### src/rtl/ssd_scan_scheduler.sv
// ---------------------------------------------------------------------------
// ssd_scan_scheduler
// Time-multiplexes an eight-digit seven-segment display. Each digit gets a
// blanking gap (all segments off) followed by a drive window. New display
// contents arrive over a valid/ready handshake into a pending buffer that is
// committed atomically to the active buffer at the frame boundary, so a
// frame never shows a mix of old and new data.
//
// Ports:
//   ClkPort      system clock
//   Reset        asynchronous, active-high reset
//   load_valid   requester offers new contents
//   load_data    eight hex nibbles, digit d = load_data[4d+3:4d]
//   load_mask    per-digit enable, 1 = lit
//   load_dp      per-digit decimal point, 1 = lit
//   load_ready   pending buffer empty (load accepted on valid && ready)
//   An           anodes, active-low, An[d] drives digit d
//   Cath         {Ca,Cb,Cc,Cd,Ce,Cf,Cg,Dp}, active-low
//   frame_start  one-cycle pulse on the first drive cycle of digit 0
// ---------------------------------------------------------------------------
module ssd_scan_scheduler #(
   parameter int unsigned DIGIT_CYCLES = 262144,
   parameter int unsigned BLANK_CYCLES = 1024
) (
   input  logic        ClkPort,
   input  logic        Reset,
   input  logic        load_valid,
   input  logic [31:0] load_data,
   input  logic [7:0]  load_mask,
   input  logic [7:0]  load_dp,
   output logic        load_ready,
   output logic [7:0]  An,
   output logic [7:0]  Cath,
   output logic        frame_start
);

   localparam int unsigned MAX_CYCLES = (DIGIT_CYCLES > BLANK_CYCLES) ? DIGIT_CYCLES : BLANK_CYCLES;
   localparam int unsigned CNT_W      = (MAX_CYCLES > 1) ? $clog2(MAX_CYCLES) : 1;

   typedef enum logic {
      S_BLANK = 1'b0,
      S_DRIVE = 1'b1
   } state_t;

   typedef struct packed {
      logic [31:0] data;
      logic [7:0]  mask;
      logic [7:0]  dp;
   } disp_t;

   state_t           state_q, state_d;
   logic [2:0]       idx_q, idx_d;
   logic [CNT_W-1:0] cnt_q, cnt_d;
   disp_t            active_q, active_d;
   disp_t            pending_q, pending_d;
   logic             pending_full_q, pending_full_d;
   logic [7:0]       an_q, an_d;
   logic [7:0]       cath_q, cath_d;
   logic             frame_start_q, frame_start_d;

   logic             blank_done;
   logic             drive_done;
   logic             load_fire;
   logic [3:0]       nibble;

   // Hex digit to active-low abcdefg segments
   function automatic logic [6:0] hex_seg(input logic [3:0] n);
      logic [6:0] s;
      case (n)
         4'h0:    s = 7'b0000001;
         4'h1:    s = 7'b1001111;
         4'h2:    s = 7'b0010010;
         4'h3:    s = 7'b0000110;
         4'h4:    s = 7'b1001100;
         4'h5:    s = 7'b0100100;
         4'h6:    s = 7'b0100000;
         4'h7:    s = 7'b0001111;
         4'h8:    s = 7'b0000000;
         4'h9:    s = 7'b0000100;
         4'hA:    s = 7'b0001000;
         4'hB:    s = 7'b1100000;
         4'hC:    s = 7'b0110001;
         4'hD:    s = 7'b1000010;
         4'hE:    s = 7'b0110000;
         default: s = 7'b0111000;
      endcase
      return s;
   endfunction

   // Next-state, buffering and output computation
   always_comb begin
      state_d        = state_q;
      idx_d          = idx_q;
      cnt_d          = cnt_q;
      active_d       = active_q;
      pending_d      = pending_q;
      pending_full_d = pending_full_q;
      an_d           = 8'hFF;
      cath_d         = 8'hFF;
      frame_start_d  = 1'b0;
      nibble         = 4'h0;

      blank_done = (state_q == S_BLANK) && (cnt_q == CNT_W'(BLANK_CYCLES - 1));
      drive_done = (state_q == S_DRIVE) && (cnt_q == CNT_W'(DIGIT_CYCLES - 1));
      load_fire  = load_valid && !pending_full_q;

      // Commit and accept are mutually exclusive: accept needs pending empty
      if (blank_done && (idx_q == 3'd0) && pending_full_q) begin
         active_d       = pending_q;
         pending_full_d = 1'b0;
      end
      if (load_fire) begin
         pending_d      = '{data: load_data, mask: load_mask, dp: load_dp};
         pending_full_d = 1'b1;
      end

      if (blank_done) begin
         state_d       = S_DRIVE;
         cnt_d         = '0;
         frame_start_d = (idx_q == 3'd0);
      end else if (drive_done) begin
         state_d = S_BLANK;
         cnt_d   = '0;
         idx_d   = idx_q + 3'd1;
      end else begin
         cnt_d = cnt_q + CNT_W'(1);
      end

      // Outputs follow the next state so they change on the transition edge
      nibble = active_d.data[{idx_d, 2'b00} +: 4];
      if ((state_d == S_DRIVE) && active_d.mask[idx_d]) begin
         an_d   = ~(8'(1) << idx_d);
         cath_d = {hex_seg(nibble), ~active_d.dp[idx_d]};
      end
   end

   // State and output registers
   always_ff @(posedge ClkPort or posedge Reset) begin
      if (Reset) begin
         state_q        <= S_BLANK;
         idx_q          <= 3'd0;
         cnt_q          <= '0;
         active_q       <= '0;
         pending_q      <= '0;
         pending_full_q <= 1'b0;
         an_q           <= 8'hFF;
         cath_q         <= 8'hFF;
         frame_start_q  <= 1'b0;
      end else begin
         state_q        <= state_d;
         idx_q          <= idx_d;
         cnt_q          <= cnt_d;
         active_q       <= active_d;
         pending_q      <= pending_d;
         pending_full_q <= pending_full_d;
         an_q           <= an_d;
         cath_q         <= cath_d;
         frame_start_q  <= frame_start_d;
      end
   end

   assign load_ready  = ~pending_full_q;
   assign An          = an_q;
   assign Cath        = cath_q;
   assign frame_start = frame_start_q;

endmodule

### config.mk
export PLATFORM = sky130hd
export DESIGN_NAME = ssd_scan_scheduler
export DESIGN_NICKNAME = d
export VERILOG_FILES = /design/src/rtl/ssd_scan_scheduler.sv
export SDC_FILE = /design/constraint.sdc
export NUM_CORES = 1
export LEC_CHECK = 0
export CAP_MARGIN = 25
export CORE_MARGIN = 2
export CORE_UTILIZATION = 60
export CTS_CLUSTER_DIAMETER = 40
export DETAILED_ROUTE_END_ITERATION = 6
export GPL_ROUTABILITY_DRIVEN = 0
export PLACE_DENSITY = 0.82
export SLEW_MARGIN = 40
export SYNTH_ARGS = -nofsm -noshare
export SYNTH_HDL_FRONTEND = slang
export SYNTH_SLANG_ARGS = --single-unit
### constraint.sdc
create_clock -name ClkPort -period 6.9 [get_ports ClkPort]
set_input_delay 1.38 -clock ClkPort [delete_from_list [all_inputs] [get_ports ClkPort]]
set_output_delay 1.38 -clock ClkPort [all_outputs]
set_load 0.1 [all_outputs]
== Word-level counts from Yosys, hierarchy flattened ==
Memories as Yosys holds them, arrays and structs flattened.
Index checks and enable logic that the tools add are counted.

* Flip-flop bits (word level): 136
* Memory bits (read-only): 112
* Bits of input ports: 51
* Output and inout bits: 18
* Word-level logic and storage cells: 50
* Memories kept: 1

* Add/subtract/negate cells: 2
* Magnitude comparators: 1
* Equality and inequality tests: 2
* Shift-type cells: 2
* Muxes and demuxes: 16
* Bitwise gates (word level): 4
* Reduce and logical (&&, ||, !) cells: 9

{| class="wikitable"
|+ Memory list
! memory !! words !! bits a word !! rd ports !! clocked after memory_dff !! write ports !! line !! text
|-
| (no name shown) || 16 || 7 || 1 || 0 || 0 || 69 || <nowiki>case (n)</nowiki>
|}

{| class="wikitable"
|+ Operators with widths
! operator !! count
|-
| $mux W48 || 1
|-
| $mux W18 || 2
|-
| $shiftx A32 B6 Y4 || 1
|-
| $add A18 B1 Y18 const B || 1
|-
| $eq A18 B10 Y1 const B || 1
|-
| $eq A18 B18 Y1 const B || 1
|-
| $mux W8 || 2
|-
| $not A8 Y8 || 1
|-
| $shl A1 B3 Y8 const A || 1
|-
| $mux W1 || 7
|-
| $bmux W1 S3 || 2
|-
| $logic_and A1 B1 Y1 || 6
|-
| $mux W3 || 2
|-
| $lt A3 B4 Y1 const B || 1
|-
| $add A3 B1 Y3 const B || 1
|-
| $logic_not A3 Y1 || 1
|-
| $not A1 Y1 || 3
|-
| $reduce_bool A2 Y1 || 1
|-
| $logic_not A1 Y1 || 1
|}

== Longest topological paths before layout ==
* Depth after elaboration: 9
* Depth in mapped cells: 18
* Mapped depth without buffers: 14

== Worst setup path after synthesis ==
No wires, ideal clock.

* Path kind: register -> register
* Start: register idx_q[0]
* End: register cath_q[2] (netlist: Cath[2])
* Setup time: 0.082 ns
* Arrival: 3.333 ns
* Required time: 6.818 ns
* Path slack: 3.485 ns
* Cell stages (with the launch flop): 15
* Path buffers: 3
* Clock period less this slack: 3.415 ns
* Cell sequence: dfrtp_1 inv_1 ha_1 and3b_1 and4_1 buf_2 nand2_4 buf_6 buf_6 mux2_2 and3_1 o32a_1 ha_1 mux2_1 a211o_1

{| class="wikitable"
|+ RTL lines
! element !! line !! text
|-
| start, declared || 52 || <nowiki>logic [2:0] idx_q, idx_d;</nowiki>
|-
| start signal, assigned || 151 || <nowiki>idx_q <= idx_d;</nowiki>
|-
| end signal, assigned || 157 || <nowiki>cath_q <= cath_d;</nowiki>
|-
| end, declared || 58 || <nowiki>logic [7:0] cath_q, cath_d;</nowiki>
|}

==> flow_summary.json <==
{
  "status": "finished, final reports clean",
  "synth.area.top_cells": "dfrtp_1 (48%), mux2_2 (11%), dfstp_2 (6.8%), nand2_1 (4.2%), mux2i_1 (2.6%)",
  "root_buffer": "clkbuf_8",
  "fp.dieH_um": 106,
  "rows": 37,
  "n_antenna_cell": 0,
  "cts_resized": 0,
  "area_growth_pct": 19.9,
  "drcViolationCount": 0,
  "fillers": 680,
  "slew_headroom": 0.551,
  "die_w_um": 106,
  "worstHoldPathType": "flip-flop to flip-flop",
  "finalNetCount": 643,
  "cp_max_fo": 41,
  "report.final.slew_viol_count": 0,
  "core_area_mm2": 0.0102,
  "p_leak_nw": 3.63,
  "yosysWarningCount": 0,
  "grt_pass1_vias": 4305,
  "cts.sinks": 136,
  "synth_area_leader_cell": "dfrtp_1",
  "grt_pass1_wl_mm": 21.7,
  "drtIter0Drc": 224,
  "worstSkewPairLatency_ns": 0.52,
  "numCtsBuffers": 17,
  "fmaxAchievable_mhz": 259,
  "overflow": 0,
  "grt_start_max_net_pins": 74,
  "synth_nets": 569,
  "powerDensity_mw_per_mm2": 235,
  "criticalPathCategory": "flip-flop to flip-flop",
  "finalSetupTns_ns": 0,
  "post_cts_buffers": 0,
  "fin_crit_ns": 3.86,
  "startpoint_type": "flip-flop",
  "ctsHoldBuffers": 0,
  "hold_viol": 0,
  "io_buffers": 68,
  "postSynthAreaPerCell_um2": 12.2,
  "cap_violations": 0,
  "wl_per_cell_um": 18.4,
  "rsz0062_at_grt": "false",
  "fin_cells": 731,
  "finClkSkew_ns": 0.00679,
  "fin_area_mm2": 0.00743,
  "grt_antenna_before_repair": 0,
  "synth_commonest_cells": "dfrtp_1 (120), nand2_1 (69), mux2_2 (60)",
  "via_per_inst": 5.87,
  "endpoint_kind": "flip-flop",
  "syn_inst": 509,
  "synth_edf_count": 0,
  "ys_types": 80,
  "htreeDepth": 4,
  "yosysSeqAreaShare": 0.552,
  "cts_buffer_depth": 2,
  "ys_seq_elements": 136,
  "start_util": 0.609,
  "wl_mm": 13.4,
  "vdd_ir_drop_max_v": 0.000158,
  "postRouteAntennaNets": 0,
  "period_share": 0.559,
  "drive_gt1_frac": 0.276,
  "first_pass_iters": 5,
  "placed_area_mm2": 0.00690,
  "syn_area_mm2": 0.00620,
  "tritoncts": "done",
  "synthFlopType": "dfrtp_1",
  "numPlacedInstances": 700,
  "setup_viol": 0,
  "tightest_slew_ns": 0.668,
  "num_vias": 4289,
  "reg2reg_slack_ns": 3.04,
  "ios": 69,
  "grt.total_usage": 0.253,
  "yosys.area.top_type_share": 0.484,
  "die_area_mm2": 0.0112,
  "required_ns": 7.34,
  "synthArstFlopShare": 1.00,
  "cp.arrival_ns": 4.30,
  "synth.most_common_cell": "dfrtp_1",
  "final_util": 0.730,
  "clk_pin_slew_ns": 0.06,
  "place_hpwl_mm": 8.86
}
==> report_power, final <==
| group | internal [mW] | leakage (nW) | switching, mW |
|---|---|---|---|
| Combinational | 0.0493 | 1.63 | 0.0264 |
| Clock | 0.504 | 0.256 | 0.316 |
| Sequential | 0.832 | 1.75 | 0.0212 |
==> layout make-up <==
class                           count  area (um2)  share of cell area
Multi-Input combinational cell    330        2580               0.347
Timing Repair Buffer               71         617              0.0830
Clock inverter                      4        47.5             0.00640
Tap cell                          136         170              0.0229
Clock buffer                       27         482              0.0648
Inverter                           27         110              0.0148
Sequential cell                   136        3420               0.461
==> worst max-delay path, stage by stage, from the launching register on <==
cell and delay (ns):
dfrtp_1 0.47, inv_1 0.17, ha_1 0.24, and3b_1 0.19, and4_1 0.30, nand2_4 0.47, mux2_2 0.41, nor2_1 0.13
a311o_1 0.14, a32o_1 0.26, inv_1 0.13, ha_1 0.25, mux2_1 0.32, a211o_1 0.30
==> through the flow <==
step | total power [mW] | hold WS, ns | setup WS [ns]
floorplan | 0.897 | 0.429 | 1.91
global placement | 0.939 | 0.444 | 3.32
detailed placement | 0.943 | 0.450 | 3.16
CTS | 1.76 | 0.463 | 3.10
global route | 1.80 | 0.483 | 2.89
finish | 1.75 | 0.468 | 3.04
==> sequential cells by signal (all words and copies together), names as in the netlist, 3 cells and up <==
register	count
active_q	48
An	8
cnt_q	18
Cath	8
pending_q	48
idx_q	3
==> final timing paths <==
check | start | to | cells after the start
min in group asynchronous | Reset | frame_start | 2
hold reg to reg | active_q[45] | active_q[45] | 2
max in group asynchronous | Reset | cnt_q[2] | 3
setup / recovery | idx_q[0] | Cath[2] | 13
hold / removal | active_q[45] | active_q[45] | 2
setup reg to reg | idx_q[0] | Cath[2] | 13
==> routing by layer <==
layer | global-route usage | share of wire
met1 | 0.357 | 0.45
met4 | 0.107 | 0.023
met5 | 0 | 0
met2 | 0.378 | 0.47
met3 | 0.0606 | 0.065
==> layout by cell type, fill, tap and decap left out, types with 7 or more instances in the layout <==
master,Yosys,layout
dfstp_2,16,16
o211ai_1,7,7
clkbuf_16,0,16
nand3_1,14,14
inv_1,23,22
clkbuf_1,2,7
ha_1,9,9
xor2_1,7,7
mux2i_1,16,16
dfrtp_1,120,120
nor2_1,28,28
mux2_2,60,60
clkdlybuf4s50_1,0,50
xnor2_1,10,10
nand2_1,69,69
buf_2,3,18
o21ai_0,9,9
==> logic make-up (layout without fill, tap and decap cells) <==
logic type,Yosys count,in the layout,synth area share
AND/OR/NAND/NOR,156,156,0.135
buffers and inverters,43,129,0.0327
AO/OA/AOI/OAI,65,65,0.0860
XOR/XNOR,18,18,0.0266
flip-flops,136,136,0.552
multiplexers,82,82,0.149
adder cells (fa/ha/maj),9,9,0.0182
No activity file was read; power rests on OpenSTA's default activity.
